<file path="config.mk">
export PLATFORM = sky130hd
export DESIGN_NAME = machine_arbiter
export DESIGN_NICKNAME = d
export VERILOG_FILES = /design/src/rtl/machine_arbiter.sv
export SDC_FILE = /design/constraint.sdc
export NUM_CORES = 1
export LEC_CHECK = 0
export ABC_AREA = 0
export BUFFER_PORTS_ARGS = -buffer_cell sky130_fd_sc_hd__buf_2
export CORE_MARGIN = 5
export CORE_UTILIZATION = 45
export DETAILED_ROUTE_END_ITERATION = 10
export PLACE_DENSITY = 0.76
export SYNTH_ARGS = -nofsm -noshare
export SYNTH_HDL_FRONTEND = slang
export SYNTH_SLANG_ARGS = --single-unit
</file>
<file path="constraint.sdc">
create_clock -name system1000 -period 6.15 [get_ports system1000]
set_input_delay 0.3075 -clock system1000 [delete_from_list [all_inputs] [get_ports system1000]]
set_output_delay 0.3075 -clock system1000 [all_outputs]
set_load 0.05 [all_outputs]
</file>
<file path="src/rtl/machine_arbiter.sv">
// Round-robin arbiter sharing one fixed-latency Machine_topEntity datapath between NREQ requesters.
// Issued operands are tagged with the requester id so each result can be routed back.
module machine_arbiter #(
    parameter int unsigned NREQ    = 4,
    parameter int unsigned LATENCY = 2
) (
    input  logic                      system1000,
    input  logic                      system1000_rstn,
    input  logic [NREQ-1:0]           cfg_enable,
    input  logic [NREQ-1:0]           req_valid,
    input  logic [8*NREQ-1:0]         req_data,
    output logic [NREQ-1:0]           req_ready,
    output logic [7:0]                m_x,
    input  logic [11:0]               m_result,
    output logic                      resp_valid,
    output logic [$clog2(NREQ)-1:0]   resp_id,
    output logic [11:0]               resp_data,
    output logic [15:0]               issue_count
);

    localparam int unsigned IDW   = $clog2(NREQ);
    localparam int unsigned DEPTH = LATENCY + 1;

    logic [NREQ-1:0] eligible;
    logic            gnt_found;
    logic [IDW-1:0]  gnt_idx;
    logic [IDW-1:0]  ptr;
    logic [IDW-1:0]  ptr_nxt;
    logic [7:0]      gnt_data;
    logic            xfer;

    logic            tag_v  [DEPTH];
    logic [IDW-1:0]  tag_id [DEPTH];

    assign eligible = req_valid & cfg_enable;

    // First eligible index at or above ptr, wrapping modulo NREQ.
    always_comb begin
        int unsigned idx;
        gnt_found = 1'b0;
        gnt_idx   = '0;
        idx       = 0;
        for (int unsigned k = 0; k < NREQ; k++) begin
            idx = 32'(ptr) + k;
            if (idx >= NREQ) begin
                idx = idx - NREQ;
            end
            if (!gnt_found && eligible[IDW'(idx)]) begin
                gnt_found = 1'b1;
                gnt_idx   = IDW'(idx);
            end
        end
    end

    always_comb begin
        gnt_data = '0;
        for (int unsigned i = 0; i < NREQ; i++) begin
            if (gnt_idx == IDW'(i)) begin
                gnt_data = req_data[8*i +: 8];
            end
        end
    end

    assign ptr_nxt   = (gnt_idx == IDW'(NREQ - 1)) ? '0 : gnt_idx + IDW'(1);
    assign xfer      = gnt_found & system1000_rstn;
    assign req_ready = xfer ? (NREQ'(1) << gnt_idx) : '0;

    // Issue side: operand register, pointer, counter and the tag pipeline that tracks the datapath.
    always_ff @(posedge system1000 or negedge system1000_rstn) begin
        if (!system1000_rstn) begin
            ptr         <= '0;
            m_x         <= '0;
            issue_count <= '0;
            resp_valid  <= 1'b0;
            resp_id     <= '0;
            resp_data   <= '0;
            for (int unsigned i = 0; i < DEPTH; i++) begin
                tag_v[i]  <= 1'b0;
                tag_id[i] <= '0;
            end
        end else begin
            if (xfer) begin
                ptr         <= ptr_nxt;
                m_x         <= gnt_data;
                issue_count <= issue_count + 16'd1;
            end
            tag_v[0]  <= xfer;
            tag_id[0] <= gnt_idx;
            for (int unsigned i = 1; i < DEPTH; i++) begin
                tag_v[i]  <= tag_v[i-1];
                tag_id[i] <= tag_id[i-1];
            end
            // The oldest tag lines up with the datapath output on this edge.
            resp_valid <= tag_v[LATENCY];
            if (tag_v[LATENCY]) begin
                resp_id   <= tag_id[LATENCY];
                resp_data <= m_result;
            end
        end
    end

endmodule

</file>
==> summary.md, run 1 <==
| Metric | Value |
|---|---|
| Status | `finished clean` |
| Nets | `354` |
| Layout Cells excl Fill | `366` |
| Ys async rst share | `1.00` |
| Post_cts resized | `0` |
| Leak pwr | `1.49 nW` |
| Cell Pwr Density | `382 nW/um^2` |
| Layout Skew | `5.11 ps` |
| Dpl cells | `358` |
| Initial antenna violation count | `0` |
| Simple-gate share of the synthesized area | `0.124` |
| Area growth syn-to-layout | `26.4%` |
| Via density | `4.91` |
| Syn. warnings | `0` |
| Vias in the first global route | `1740` |
| Seq cells post-synth | `50` |
| Final period util | `0.466` |
| Crit-path max FO | `17` |
| Final Setup Violations | `0` |
| Die X | `81.7 um` |
| Via count | `1798` |
| Crit path capture type | `primary output` |
| Area leader, netlist | `dfrtp_1` |
| Synth Cell Area | `2320 um^2` |
| Die area | `6680 um^2` |
| XOR/XNOR Fraction of Synth Area | `0.0567` |
| Boundary pin count | `97` |
| Post-DP HPWL | `3710 um` |
| Fin Setup TNS | `0 ps` |
| Port bufs | `96` |
| Routed length per instance | `13.1 um` |
| Detailed Routing Iterations Pass 1 | `4` |
| Mean Syn Cell Area | `11.6 um^2` |
| Antenna Cells | `0` |
| Clock Path Buffers | `2` |
| Worst setup margin | `3280 ps` |
| CTS tree | `yes` |
| Min cycle time layout | `2870 ps` |
| Slew headroom | `0.448` |
| Largest net degree at the start of global routing | `53` |
| Most common cell after layout, fill and taps aside | `buf_2` |
| Mux cell area share after synthesis | `0.0778` |
| Cts bufs inserted | `5` |
| CP startpoint kind | `flip-flop` |
| Slew Limit Fails | `0` |
| Initial DRC count | `106` |
| Required time of the critical path | `5840 ps` |
| Least-Margin Pin Slew | `826 ps` |
| Synth unique cells | `36` |
| Post-Synth Adder-Cell Area | `0.0270` |
| Mapped Nets | `259` |
| Share of cells above drive strength 1 | `0.429` |
| Root buf cell | `clkbuf_8` |
| Chip height | `81.7 um` |
| Post-synthesis compound-gate area fraction | `0.135` |
| Gate Count Post-Synth | `200` |
| Place WS | `3490 ps` |
| GR Util All Layers | `0.149` |
| Total Wirelength | `4810 um` |
| CTS Sinks | `50` |
| Post-CTS Setup Repair Bufs | `0` |
| Final Hold Fails | `0` |
| Synth top area share | `0.540` |
| RSZ-0062 raised after global routing | `no` |
| Hold-fix buffers at CTS | `0` |
| Initial core utilization | `0.459` |
| Worst min path class | `input pin to asynchronous set/reset pin` |
| Maxcap violations | `0` |
| Post-route antenna net violation count | `0` |
| Worst skew pair latency | `290 ps` |
| VDD IR max | `0.176 mV` |
| EDFF count, synth | `0` |
| Seq/Total Area, Yosys | `0.540` |
| Clock Pin Slew Worst Setup and Hold Paths | `90 ps` |
| Max Fclk | `0.349 GHz` |
| Max H-tree Level | `2` |
| Finished Core Util | `0.580` |
| WS Path Type | `flip-flop to primary output` |
| Cell Rows | `26` |
| Critical Path AT | `2560 ps` |
| Core ar. | `5040 um^2` |
| Ys flop type | `dfrtp_1` |
| Largest family of logic cells by synthesized area | `compound AO/OA/AOI/OAI gates` |
| GP Congestion | `0.783` |
| Total global routing overflow | `0` |
| First-pass GRT wire length | `7870 um` |
| Commonest cells after routing, fill and taps aside | `buf_2 (96), dfrtp_1 (50), nand2_1 (22)` |
| DRC | `0` |
| Area contributors post-synth | `dfrtp_1 (54%), mux2_2 (7.8%), xnor2_1 (3.8%)` |
area by class of cell:
type                       instances  area [um^2]
tap                               70         87.6
multi-input combinational        132          975
fill                             423         2120
sequential                        50         1250
clock buffer                       7         86.3
inverter                           9         33.8
clock inverter                     1         5.00
timing repair buffer              97          488
metal layers:
layer  global-route usage  wire length [um]
met2                0.243              2140
met4               0.0382                35
met3               0.0395               478
met5                    0                 0
met1                0.198              2160
report_power, final:
| part | total, mW | switching, mW | internal [mW] | leakage [nW] |
|---|---|---|---|---|
| Clock | 0.188 | 0.0970 | 0.0908 | 0.0482 |
| Combinational | 0.473 | 0.330 | 0.143 | 0.827 |
| Sequential | 0.457 | 0.0575 | 0.400 | 0.617 |
cells in the mapped netlist, types with 5 or more instances:
cell type  instances
and2_1             6
mux2_2            16
a211o_1            7
xor2_1             5
buf_2              5
nand4_1            8
a31oi_1            7
and3_1             6
dfrtp_1           50
nand2_1           22
xnor2_1           10
a221oi_1           7
nor2_1            10
inv_1              9
ha_1               5
per-stage QoR:
step / cell area (um^2) / power (mW) / hold WS (ps)
5_1_grt: 2930 / 1.18 / 170
4_1_cts: 2930 / 1.13 / 137
3_5_place_dp: 2840 / 0.941 / 335
6_report: 2930 / 1.12 / 119
3_3_place_gp: 2840 / 0.933 / 331
2_1_floorplan: 2320 / 0.818 / 11.9
worst max-delay path: stages, from the launching register on:
cell and delay [ps]:
dfrtp_1 450, nand3_1 110, a21bo_2 230, a211oi_2 280
and2_1 220, ha_1 510, and2_1 210, buf_2 260
state kept, by name, indices dropped and copies added, names as in the netlist:
| register | count |
|---|---|
| issue_count | 16 |
| ptr | 2 |
| m_x | 8 |
| resp_valid | 1 |
| resp_data | 12 |
| tag_v | 3 |
| tag_id | 6 |
| resp_id | 2 |
logic make-up after synthesis:
group,Yosys count
DFF,50
xor gates and xnor gates,15
muxes,16
buffers and inverters,18
AOI/OAI and AO/OA,38
and+or+nand+nor,58
adders and majority gates,5
final timing paths:
check                                startpoint         endpoint  slack [ps]  cells after the start
max in group asynchronous       system1000_rstn        tag_id[1]        5630                      2
worst min-delay path            system1000_rstn  issue_count[10]         120                      2
worst max-delay path                     ptr[1]     req_ready[3]        3280                      7
worst min register to register         tag_v[1]         tag_v[0]         350                      0
min in group system1000             m_result[1]     resp_data[1]         250                      2
worst max register to register           ptr[1]           m_x[1]        3470                      9
Power figures use the tool's default switching activity.
==> inputs of run 2 (changes only) <==
==> constraint.sdc (replaced) <==
create_clock -name system1000 -period 3 [get_ports system1000]
set_input_delay 0.15 -clock system1000 [delete_from_list [all_inputs] [get_ports system1000]]
set_output_delay 0.15 -clock system1000 [all_outputs]
set_load 0.05 [all_outputs]
==> run 2 against run 1 <==
  * Die area unchanged
  * Sequential share of layout area down 0.67 points
  * Total power up 110%
  * Largest cell class unchanged
  * Sequential power up 100%
  * Critical path depth up 1
  * Combinational power up 110%
  * Sequential cell count unchanged
  * Largest power group unchanged
  * Wire length up 5.3%
  * Critical path type unchanged
  * Worst hold slack worse by 42 ps
==> summary.md, run 2 (same netlist as run 1, synthesis figures left out) <==
| Metric | Value |
|---|---|
| Cts bufs inserted | `5 (unchanged)` |
| Internal | `1.37 mW (+120%)` |
| DRC | `0 (unchanged)` |
| Clock Pin Slew Worst Setup and Hold Paths | `90 ps (about the same)` |
| WS Path Type | `flip-flop to primary output` |
| Layout Cells excl Fill | `369 (+0.82%)` |
| Via density | `5.03 (+2.4%)` |
| Total global routing overflow | `0 (unchanged)` |
| Clock share of power | `0.199 (+0.031)` |
| GP Congestion | `0.790 (+0.83%)` |
| Layout Skew | `7.24 ps (+2.13 ps)` |
| Clock Path Buffers | `2 (unchanged)` |
| RSZ-0062 raised after global routing | `no` |
| Vias in the first global route | `1784 (+2.5%)` |
| Dpl cells | `360 (+0.56%)` |
| Die area | `6680 um^2 (unchanged)` |
| Critical path origin | `ptr[1]` |
| Hold-fix buffers at CTS | `1 (+1)` |
| CTS Sinks | `50 (unchanged)` |
| Max Fclk | `0.382 GHz` |
| Gate power share | `0.410 (-0.013)` |
| Gr busiest metal | `met2` |
| Met3 usage | `0.0450 (+0.00548)` |
| Post-DP HPWL | `3820 um (+3.0%)` |
| Least-Margin Pin Slew | `856 ps (+29.3 ps)` |
| Initial antenna violation count | `0 (unchanged)` |
| CP startpoint kind | `flip-flop` |
| Via count | `1857 (+3.3%)` |
| Core ar. | `5040 um^2 (unchanged)` |
| Min cycle time layout | `2620 ps` |
| Critical Path AT | `2470 ps (-90 ps)` |
| Commonest cells after routing, fill and taps aside | `buf_2 (96), dfrtp_1 (50), nand2_1 (22)` |
| Routed length per instance | `13.7 um (+4.4%)` |
| Initial core utilization | `0.459 (unchanged)` |
| Chip height | `81.7 um (unchanged)` |
| Worst skew pair latency | `300 ps (about the same)` |
| Nets | `357 (+0.85%)` |
| Maxcap violations | `0 (unchanged)` |
| Routing usage on met1 | `0.205 (+0.00708)` |
| Leak pwr | `1.52 nW (+1.7%)` |
| Required time of the critical path | `2850 ps (-2990 ps)` |
| Detailed Routing Iterations Pass 1 | `4 (unchanged)` |
| Area growth syn-to-layout | `28.4%` |
| CTS tree | `yes` |
| Worst min path class | `input pin to flip-flop` |
| Final period util | `0.873` |
| Final Setup Violations | `0 (unchanged)` |
| Total Wirelength | `5060 um (+5.3%)` |
| Port bufs | `96 (unchanged)` |
| Most common cell after layout, fill and taps aside | `buf_2` |
| Crit path capture type | `primary output` |
| Largest net degree at the start of global routing | `52 (-1.9%)` |
| Switch Pwr | `1.02 mW (+110%)` |
| Reg2reg start | `ptr[1]` |
| Max H-tree Level | `2 (unchanged)` |
| Largest register FFs | `16 (unchanged)` |
| Fin Setup TNS | `0 ps (unchanged)` |
| VDD IR max | `0.441 mV (+150%)` |
| Slew headroom | `0.428 (-0.0196)` |
| Boundary pin count | `97 (unchanged)` |
| Share of cells above drive strength 1 | `0.435 (+0.00573)` |
| Hold Crit Start | `m_result[10]` |
| Cell Rows | `26 (unchanged)` |
| Final Hold Fails | `0 (unchanged)` |
| Reg-to-reg slack, setup | `540 ps (-2930 ps)` |
| Antenna Cells | `0 (unchanged)` |
| Top Registers | `issue_count x16, resp_data x12, m_x x8` |
| Slew Limit Fails | `0 (unchanged)` |
| GR Util All Layers | `0.158 (+0.00864)` |
| Sequential share of power | `0.391 (-0.018)` |
| Initial DRC count | `77 (-27%)` |
| Root buf cell | `clkbuf_8` |
| Sw Ratio | `0.427 (-0.00601)` |
| Crit-path max FO | `13 (-4)` |
| Power Total | `2.39 mW (+110%)` |
| Post-CTS Setup Repair Bufs | `0 (unchanged)` |
| First-pass GRT wire length | `8180 um (+4.0%)` |
| Met2 usage | `0.263 (+0.0194)` |
| Post-route antenna net violation count | `0 (unchanged)` |
| Largest Register | `issue_count` |
| Post_cts resized | `0 (unchanged)` |
| Status | `finished clean` |
| Cell Pwr Density | `804 nW/um^2 (+110%)` |
| Die X | `81.7 um (unchanged)` |
-- run 2: cell count changes in the layout (fill, tap and decap cells not counted), sizes merged --
cell         change
inv              +1
clkbuf           -2
dlygate4sd3      +1
buf              +2
bufinv           +1
-- run 2: path summary, 6_finish.rpt --
path / to / depth (start not counted)
min: resp_data[10] / 2
max: req_ready[3] / 8
max in group asynchronous: resp_data[4] / 3
max reg2reg: m_x[5] / 9
min in group asynchronous: m_x[3] / 3
min reg2reg: tag_v[0] / 0
-- run 2: stage by stage --
step | util | hold WS (ps) | instance area [um^2] | setup WS (ps)
floorplan | - | -146 | 2320 | 626
global placement | 0.565 | 311 | 2850 | 683
detailed placement | 0.565 | 322 | 2850 | 531
CTS | 0.590 | 65.9 | 2970 | 356
global route | 0.590 | 54.2 | 2970 | 208
finish | 0.590 | 77.3 | 2970 | 381
-- run 2: power groups by stage --
stage	combinational, mW	clock (mW)	sequential, mW
after floorplan	0.346	0	1.33
after global placement	0.976	0	0.943
after detailed placement	0.990	0	0.947
after CTS	0.993	0.486	0.936
after global routing	1.05	0.517	0.959
final	0.981	0.475	0.934
-- run 2: critical path, stage by stage (launching register included) --
cell and delay, ps:
dfrtp_1 450, nand3_1 110, a21bo_2 230, a211oi_2 280, and2_1 210, ha_1 260, buf_4 220, and2_1 140
buf_2 260
-- run 2: routing by layer --
layer / vias to the layer above / wire [um]
met1: 852 / 2200
met5: - / 0
met4: 0 / 47
met2: 89 / 2290
met3: 6 / 530
li1: 910 / -
-- run 2: layout make-up --
cell class	count	area, um^2
Multi-Input combinational cell	132	975
Clock inverter	3	43.8
Sequential cell	50	1250
Timing Repair Buffer	100	513
Tap cell	70	87.6
Fill cell	405	2070
Inverter	9	33.8
Clock buffer	5	68.8
